--- src/rtl/pattern_gen_multi.sv ---
// rtl/pattern_gen_multi.sv - four-mode VGA test pattern generator (bars, checker, ramp, bouncing box)
// Optional macro BORDER_EN overrides the outermost active pixels with white.
module pattern_gen_multi #(
  parameter int COLOR_BITS  = 4,
  parameter int COORD_BITS  = 10,
  parameter int H_ACTIVE    = 640,
  parameter int V_ACTIVE    = 480,
  parameter int NUM_BARS    = 8,
  parameter int CHECK_SHIFT = 5,
  parameter int BOX_SIZE    = 32
) (
  input  logic                  pixelClk,
  input  logic                  reset,
  input  logic                  dValid,
  input  logic [COORD_BITS-1:0] xCor,
  input  logic [COORD_BITS-1:0] yCor,
  input  logic [1:0]            modeSel,
  output logic [COLOR_BITS-1:0] R,
  output logic [COLOR_BITS-1:0] G,
  output logic [COLOR_BITS-1:0] B,
  output logic [1:0]            modeActive
);

  typedef enum logic [1:0] {
    MODE_BARS  = 2'd0,
    MODE_CHECK = 2'd1,
    MODE_RAMP  = 2'd2,
    MODE_BOX   = 2'd3
  } mode_e;

  typedef enum logic {
    DIR_POS = 1'b0,
    DIR_NEG = 1'b1
  } dir_e;

  localparam int RGB_W = 3 * COLOR_BITS;
  localparam logic [COLOR_BITS-1:0] F = '1;
  localparam logic [COLOR_BITS-1:0] Z = '0;
  localparam logic [COORD_BITS-1:0] X_LAST     = COORD_BITS'(H_ACTIVE - 1);
  localparam logic [COORD_BITS-1:0] Y_LAST     = COORD_BITS'(V_ACTIVE - 1);
  localparam logic [COORD_BITS-1:0] BAR_W_LAST = COORD_BITS'(H_ACTIVE / NUM_BARS - 1);
  localparam logic [2:0]            LAST_BAR   = 3'(NUM_BARS - 1);
  localparam logic [COORD_BITS-1:0] X_STOP     = COORD_BITS'(H_ACTIVE - BOX_SIZE);
  localparam logic [COORD_BITS-1:0] Y_STOP     = COORD_BITS'(V_ACTIVE - BOX_SIZE);
  localparam logic [COORD_BITS:0]   BOX_W      = (COORD_BITS+1)'(BOX_SIZE);
  localparam logic [COORD_BITS-1:0] ONE        = COORD_BITS'(1);

  logic [1:0]            mode_q, cur_mode;
  logic [COORD_BITS-1:0] pix_cnt_q, pix_cnt_d, cur_pix;
  logic [2:0]            bar_idx_q, bar_idx_d, cur_bar;
  logic [COORD_BITS-1:0] box_x_q, box_x_d, box_y_q, box_y_d;
  dir_e                  dir_x_q, dir_x_d, dir_y_q, dir_y_d;
  logic [RGB_W-1:0]      rgb_q, rgb_d;
  logic                  fs, fe, line_start, in_box;

  assign line_start = dValid && (xCor == '0);
  assign fs         = line_start && (yCor == '0);
  assign fe         = dValid && (xCor == X_LAST) && (yCor == Y_LAST);
  // A mode request coinciding with frame start applies to that very pixel.
  assign cur_mode   = fs ? modeSel : mode_q;

  // Bar counters hold the position of the next pixel; xCor==0 forces a restart.
  always_comb begin
    cur_pix   = line_start ? '0 : pix_cnt_q;
    cur_bar   = line_start ? '0 : bar_idx_q;
    pix_cnt_d = pix_cnt_q;
    bar_idx_d = bar_idx_q;
    if (dValid) begin
      if (cur_pix == BAR_W_LAST) begin
        pix_cnt_d = '0;
        bar_idx_d = (cur_bar == LAST_BAR) ? cur_bar : 3'(cur_bar + 3'd1);
      end else begin
        pix_cnt_d = cur_pix + ONE;
        bar_idx_d = cur_bar;
      end
    end
  end

  // Box steps one pixel per frame and turns around on the step that lands on an edge.
  always_comb begin
    box_x_d = box_x_q;
    box_y_d = box_y_q;
    dir_x_d = dir_x_q;
    dir_y_d = dir_y_q;
    if (fe) begin
      if (dir_x_q == DIR_POS) begin
        box_x_d = box_x_q + ONE;
        if (box_x_d == X_STOP) dir_x_d = DIR_NEG;
      end else begin
        box_x_d = box_x_q - ONE;
        if (box_x_d == '0) dir_x_d = DIR_POS;
      end
      if (dir_y_q == DIR_POS) begin
        box_y_d = box_y_q + ONE;
        if (box_y_d == Y_STOP) dir_y_d = DIR_NEG;
      end else begin
        box_y_d = box_y_q - ONE;
        if (box_y_d == '0) dir_y_d = DIR_POS;
      end
    end
  end

  assign in_box = ({1'b0, xCor} >= {1'b0, box_x_q}) && ({1'b0, xCor} < {1'b0, box_x_q} + BOX_W) &&
                  ({1'b0, yCor} >= {1'b0, box_y_q}) && ({1'b0, yCor} < {1'b0, box_y_q} + BOX_W);

  always_comb begin
    rgb_d = '0;
    if (dValid) begin
      case (cur_mode)
        MODE_BARS: begin
          case (cur_bar)
            3'd0:    rgb_d = {F, F, F};
            3'd1:    rgb_d = {F, F, Z};
            3'd2:    rgb_d = {Z, F, F};
            3'd3:    rgb_d = {Z, F, Z};
            3'd4:    rgb_d = {F, Z, F};
            3'd5:    rgb_d = {F, Z, Z};
            3'd6:    rgb_d = {Z, Z, F};
            default: rgb_d = {Z, Z, Z};
          endcase
        end
        MODE_CHECK: rgb_d = (xCor[CHECK_SHIFT] ^ yCor[CHECK_SHIFT]) ? {F, F, F} : {Z, Z, Z};
        MODE_RAMP:  rgb_d = {3{xCor[COORD_BITS-1 -: COLOR_BITS]}};
        MODE_BOX:   rgb_d = in_box ? {F, F, F} : {Z, Z, F};
      endcase
`ifdef BORDER_EN
      if ((xCor == '0) || (xCor == X_LAST) || (yCor == '0) || (yCor == Y_LAST))
        rgb_d = {F, F, F};
`endif
    end
  end

  always_ff @(posedge pixelClk) begin
    if (reset) begin
      mode_q    <= MODE_BARS;
      pix_cnt_q <= '0;
      bar_idx_q <= '0;
      box_x_q   <= '0;
      box_y_q   <= '0;
      dir_x_q   <= DIR_POS;
      dir_y_q   <= DIR_POS;
      rgb_q     <= '0;
    end else begin
      mode_q    <= cur_mode;
      pix_cnt_q <= pix_cnt_d;
      bar_idx_q <= bar_idx_d;
      box_x_q   <= box_x_d;
      box_y_q   <= box_y_d;
      dir_x_q   <= dir_x_d;
      dir_y_q   <= dir_y_d;
      rgb_q     <= rgb_d;
    end
  end

  assign R          = rgb_q[RGB_W-1 -: COLOR_BITS];
  assign G          = rgb_q[2*COLOR_BITS-1 -: COLOR_BITS];
  assign B          = rgb_q[COLOR_BITS-1:0];
  assign modeActive = mode_q;

endmodule

--- config.mk ---
export PLATFORM = sky130hd
export DESIGN_NAME = pattern_gen_multi
export DESIGN_NICKNAME = d
export VERILOG_FILES = /design/src/rtl/pattern_gen_multi.sv
export SDC_FILE = /design/constraint.sdc
export NUM_CORES = 1
export LEC_CHECK = 0
export ABC_AREA = 0
export ABC_CLOCK_PERIOD_IN_PS = 8860
export CORE_MARGIN = 5
export CORE_UTILIZATION = 49
export CTS_CLUSTER_SIZE = 14
export DETAILED_ROUTE_END_ITERATION = 10
export GPL_ROUTABILITY_DRIVEN = 0
export PLACE_DENSITY_LB_ADDON = 0.08
export RECOVER_POWER = 25
export SLEW_MARGIN = 20
export SYNTH_ARGS = -nofsm -noshare
export SYNTH_HDL_FRONTEND = slang
export SYNTH_SLANG_ARGS = --single-unit
--- constraint.sdc ---
create_clock -name pixelClk -period 8.86 [get_ports pixelClk]
set_input_delay 2.658 -clock pixelClk [delete_from_list [all_inputs] [get_ports pixelClk]]
set_output_delay 2.658 -clock pixelClk [all_outputs]
set_load 0.05 [all_outputs]
**After elaboration in Yosys (flattened, before gate mapping)**

Index checks and enable logic that the tools add are counted.
Widths: inputs -> output; s select.

- Add/sub/neg operators: 8
- Multiply operators: 0
- Div/mod/pow operators: 0
- Order comparisons: 4
- Eq/ne operators: 15
- Shift operators: 0
- Mux-type cells: 18
- Bitwise operators: 2
- Reductions and logical operators: 14

Operators with widths:

| operator | number |
|---|---|
| $pmux 12 s7 | 1 |
| $pmux 12 s4 | 1 |
| $logic_not 10->1 | 4 |
| $mux 10 | 4 |
| $add 10x1->10 const B | 3 |
| $mux 12 | 2 |
| $add 10x6->11 const B | 2 |
| $lt 10x11->1 | 2 |
| $eq 10x10->1 const B | 2 |
| $eq 10x9->1 const B | 2 |
| $ge 10x10->1 | 2 |
| $sub 10x1->10 const B | 2 |
| $eq 3x3->1 const B | 4 |
| $eq 10x7->1 const B | 1 |
| $mux 3 | 3 |
| $logic_and 1x1->1 | 7 |
| $eq 3x2->1 const B | 2 |
| $mux 1 | 6 |
| $eq 2x2->1 const B | 2 |
| $add 3x1->3 const B | 1 |
| $eq 3x1->1 const B | 1 |
| $logic_not 3->1 | 1 |
| $eq 2x1->1 const B | 1 |
| $logic_not 2->1 | 1 |
| other kinds (4) | 4 |

- Flip-flop bits (word level): 49
- Latch bits: 0
- Memory bits (writable): 0
- ROM bits: 0
- Logic and storage cells: 69
- Memories kept: 0

**Longest topological paths before layout**

- Word-level depth: 7
- Mapped depth: 11
- Mapped depth without buffers: 10

**Worst setup path after synthesis**

No wires, ideal clock.

- Path kind: input -> register
- Start point: input port xCor[0]
- End point: register pix_cnt_q[4]
- Setup time: 71 ps
- Data arrival time: 4674 ps
- Required time: 8789 ps
- Slack: 4116 ps
- Stages: 10
- Buffers on the path: 1
- Cells stage by stage: nor4_4 > nand3_1 > clkbuf_1 > and2_1 > ha_1 > and4_1 > nand3b_1 > nand3_1 > or3b_2 > a21oi_1

- Word-level cells in the longest chain between the ends: 5
- Elaborated cells between the ends (all ways): 6
- Classes of those cells: add/sub: 1; eq/ne: 1; mux: 2; reduce/logical: 2

RTL lines:

| item | RTL line | RTL |
|---|---|---|
| start: declaration | 15 | `input logic [COORD_BITS-1:0] xCor,` |
| $logic_not 10->1 (*) | 56 | `assign line_start = dValid && (xCor == '0);` |
| $logic_and 1x1->1 (*) | 56 |  |
| $mux 10 (*) | 64 | `cur_pix = line_start ? '0 : pix_cnt_q;` |
| $add 10x1->10 or $eq 10x7->1 (tied branches) | 73, 69 |  |
| $mux 10 (*) | 69 | `if (cur_pix == BAR_W_LAST) begin` |
| end signal: assignment | 145 | `pix_cnt_q <= pix_cnt_d;` |
| end: declaration | 49 | `logic [COORD_BITS-1:0] pix_cnt_q, pix_cnt_d, cur_pix;` |

Mark *: on every way between the ends. The rest lies on a longest branch, timed or not.
A chain may end at the register's enable or synchronous reset.

**Worst setup path in the final report**

- Start point: input port dValid
- End point: register pix_cnt_q[4]

- Word-level cells in the longest chain between the ends: 4
- Elaborated cells between the ends (all ways): 5
- Classes of those cells: add/sub: 1; eq/ne: 1; mux: 2; reduce/logical: 1

RTL lines:

| item | RTL line | RTL |
|---|---|---|
| start: declaration | 14 | `input logic dValid,` |
| $logic_and 1x1->1 | 56 |  |
| $mux 10 | 64 |  |
| $add 10x1->10 or $eq 10x7->1 (tied branches) | 73, 69 |  |
| $mux 10 | 69 |  |

Parallel ways exist; a longest one is shown, timed or not.

==> summary.txt <==
======================================================================================================
Die Span X ..............................................................................     97.77 um
Power Density ........................................................................... 97.17 nW/um^2
Core area ...............................................................................    7607 um^2
Count of placed standard cells in the final layout, fillers left out ....................          606
List of most frequent post-synthesis cells .............................................. dfxtp_1, nor2_1, ha_1, nand2_1, xnor2_1
DRC violation count after routing .......................................................            0
Synth area leaders ...................................................................... dfxtp_1, ha_1, xnor2_1, nor2_1, nand3_1
Highest routed layer ....................................................................         met4
Post-synth EDFFs ........................................................................            0
Sequential area share after synthesis ...................................................       25.99%
Total number of nets in the final design ................................................          570
Critical Path Most Common Cell ..........................................................      nand3_1
Residual antenna-violating net count after detailed routing .............................            0
Height of the die .......................................................................     97.77 um
Critical-path cell list ................................................................. dlygate4sd3_1, nor3b_2, nand3_1, and2_1, ha_1, and4_1, nand3b_1, nand3_1, or3b_2, a21oi_1
Final Slew Violations ...................................................................            0
MaxCap Viol Count .......................................................................            0
Critical path's largest stage delay .....................................................       930 ps
Unique masters post-synth ...............................................................           56
Worst Path Arrival ......................................................................      5990 ps
Outcome ................................................................................. complete, no violations
Number of buffers added for setup after CTS .............................................            0
All-Layer GR Usage ......................................................................       18.86%
Deepest level of the CTS H-tree .........................................................            2
Required time of the worst setup path ...................................................      9100 ps
Total of cells resized after clock tree synthesis .......................................            0
FF-to-FF Start ..........................................................................   box_y_q[5]
Routed wire per std cell ................................................................     14.92 um
Post-synthesis cell count ...............................................................          473
Fin crit share ..........................................................................       64.97%
Yosys Warn Count ........................................................................            0
First-pass detailed-route iteration total ...............................................            4
Hold buffer count at CTS ................................................................            0
Dominant cell by count in the synthesized netlist .......................................      dfxtp_1
Final hold violations ...................................................................            0
Pin count of the biggest net entering global routing ....................................           38
Setup-failing EPs final .................................................................            0
Placed cell area ........................................................................    4224 um^2
I/O pins ................................................................................           39
Clock latency at the later pin of the worst-skew pair ...................................       310 ps
Worst Path Max Fanout ...................................................................           21
Global-route congestion overflow total ..................................................            0
Clock transition at the register clock pins on the worst setup and hold paths after CTS .        90 ps
Worst-case clock buffer depth ...........................................................            2
Syn nets ................................................................................          540
Antenna violations before repair ........................................................            0
Starting density of the core ............................................................       49.62%
Sinks on Clock Net ......................................................................           49
Clock tree from TritonCTS ...............................................................          yes
Unrepaired setup endpoints after global routing .........................................           no
Avg Vias per Cell .......................................................................        5.632
Library cell contributing the largest single delay on the critical path ................. dlygate4sd3_1
Fraction of layout instances using a drive strength above 1 .............................       4.960%
Cell Rows ...............................................................................           32
Minimum setup slack in the final design .................................................      3103 ps
Area share of the largest cell type after synthesis .....................................       25.99%
First-pass GRT wire length ..............................................................     15170 um
Setup slack at placement ................................................................      2862 ps
Port Buffer Count .......................................................................           38
Post-Route M1 WL ........................................................................      4358 um
Worst ir drop on vdd ....................................................................   0.05260 mV
Met2 WL post-DR .........................................................................      4224 um
Post-synthesis cell type with the largest combined area .................................      dfxtp_1
Clock period minus worst slack ..........................................................      5757 ps
Async set-reset flop share out of synthesis .............................................           0%
Overall die area ........................................................................    9559 um^2
Drt first-iter violations ...............................................................          150
Largest delay share family, worst path .................................................. simple AND/OR/NAND/NOR gates
Detailed-placement wirelength estimate ..................................................      6913 um
Class of the most critical setup path ................................................... input port to flop
Main flop type after synthesis ..........................................................      dfxtp_1
Area of the mapped netlist ..............................................................    3775 um^2
Sum of buffers and inverters on the critical path .......................................            1
Hold Path Class ......................................................................... flop to flop
Met3 routed WL ..........................................................................       364 um
Final cell area excluding filler cells ..................................................    4310 um^2
Transition time at the pin with the least slew margin ...................................     611.1 ps
Area growth, synth to finish ............................................................       14.19%
Min Hold Slack ..........................................................................     491.8 ps
Post-Route Setup TNS ....................................................................         0 ps
FF+latch count, synth ...................................................................           49
Worst slew margin relative to its limit .................................................       59.12%
Via count of the first global-routing pass ..............................................         3200
Critical Path Source Type ...............................................................   input port
Worst setup path startpoint .............................................................       dValid
Cell count after placement ..............................................................          598
Clock buffer count from CTS .............................................................            5
Count of antenna diodes in the layout ...................................................            0
Via Count ...............................................................................         3413
Syn avg cell area .......................................................................   7.981 um^2
Final WL ................................................................................      9043 um
Clock root buffer .......................................................................     clkbuf_8
Worst Clk Skew ..........................................................................     8.124 ps
Max Clk Rate ............................................................................    173.7 MHz
Leak Pwr ................................................................................  0.001632 uW
CP endpoint kind ........................................................................         flop
Worst hold path startpoint .............................................................. pix_cnt_q[1]
======================================================================================================
[flip-flops by register name, summed over array words and instances (netlist names)]
| name | count |
|---|---|
| dir_x_q | 1 |
| bar_idx_q | 3 |
| rgb_q | 12 |
| modeActive | 2 |
| box_y_q | 10 |
| pix_cnt_q | 10 |
| dir_y_q | 1 |
| box_x_q | 10 |
[layout by cell type, fill, tap and decap left out, drive strengths merged, types with 9 or more instances in the layout]
cell type | netlist | final
and3 | 9 | 9
dlygate4sd3 | 0 | 15
clkdlybuf4s50 | 0 | 23
nand2 | 41 | 41
ha | 42 | 42
dfxtp | 49 | 49
nor2 | 43 | 43
a31oi | 10 | 10
inv | 23 | 23
nor3 | 12 | 12
nand4 | 15 | 15
o21ai | 18 | 18
a21oi | 31 | 31
nand3 | 31 | 31
xnor2 | 37 | 37
a211oi | 10 | 10
[worst reg2reg max path, cell delays in order, from the launching register on]
cell and delay (ps):
dfxtp_1 540, inv_1 170, ha_1 310, inv_1 40
ha_1 280, nand4b_1 100, a21oi_1 50, a211oi_1 260
o311a_1 240, nand4_2 220, a31oi_1 220
[where the power goes]
part / internal (uW) / total (uW) / switching, uW
registers: 224 / 225 / 1.01
clock network: 54.6 / 131 / 76.8
logic: 25.9 / 62.8 / 36.9
total: 304 / 419 / 115
[cell families (layout without fill, tap and decap cells)]
family | count (synthesis) | count (layout) | share of synthesized area [%]
and+or+nand+nor | 199 | 199 | 29.20
DFF | 49 | 49 | 25.99
adders and majority gates | 42 | 42 | 13.92
xor gates and xnor gates | 38 | 38 | 8.817
buffers and inverters | 46 | 77 | 4.839
muxes | 8 | 8 | 2.287
AOI/OAI and AO/OA | 91 | 91 | 14.95
[worst paths after layout]
kind,cells after the start,slack (ps),end
worst max-delay path,10,3100,pix_cnt_q[4]
worst min-delay path,2,490,pix_cnt_q[1]
worst max register to register,10,6350,rgb_q[10]
worst min register to register,2,490,pix_cnt_q[1]
[area by class of cell]
class	instances	area, um^2
repair buffers	40	395.4
well taps	102	127.6
fillers	729	3297
inverters	29	108.9
multi-input cells	378	2611
flip-flops and latches	49	980.9
clock buffers	5	68.82
clock inverters	3	17.52
[per-stage QoR]
step	utilization, %	power (uW)
2_1_floorplan	-	264.7
6_report	56.66	418.8
4_1_cts	56.66	426.0
3_3_place_gp	55.53	292.9
5_1_grt	56.66	442.6
3_5_place_dp	55.53	294.0
[layer usage]
| layer | global-route usage [%] | up-vias |
|---|---|---|
| li1 | - | 1760 |
| met5 | 0 | - |
| met3 | 3.214 | 6 |
| met2 | 31.21 | 68 |
| met1 | 25.69 | 1579 |
| met4 | 4.473 | 0 |
Note: power is estimated with default switching activity, not from simulation.
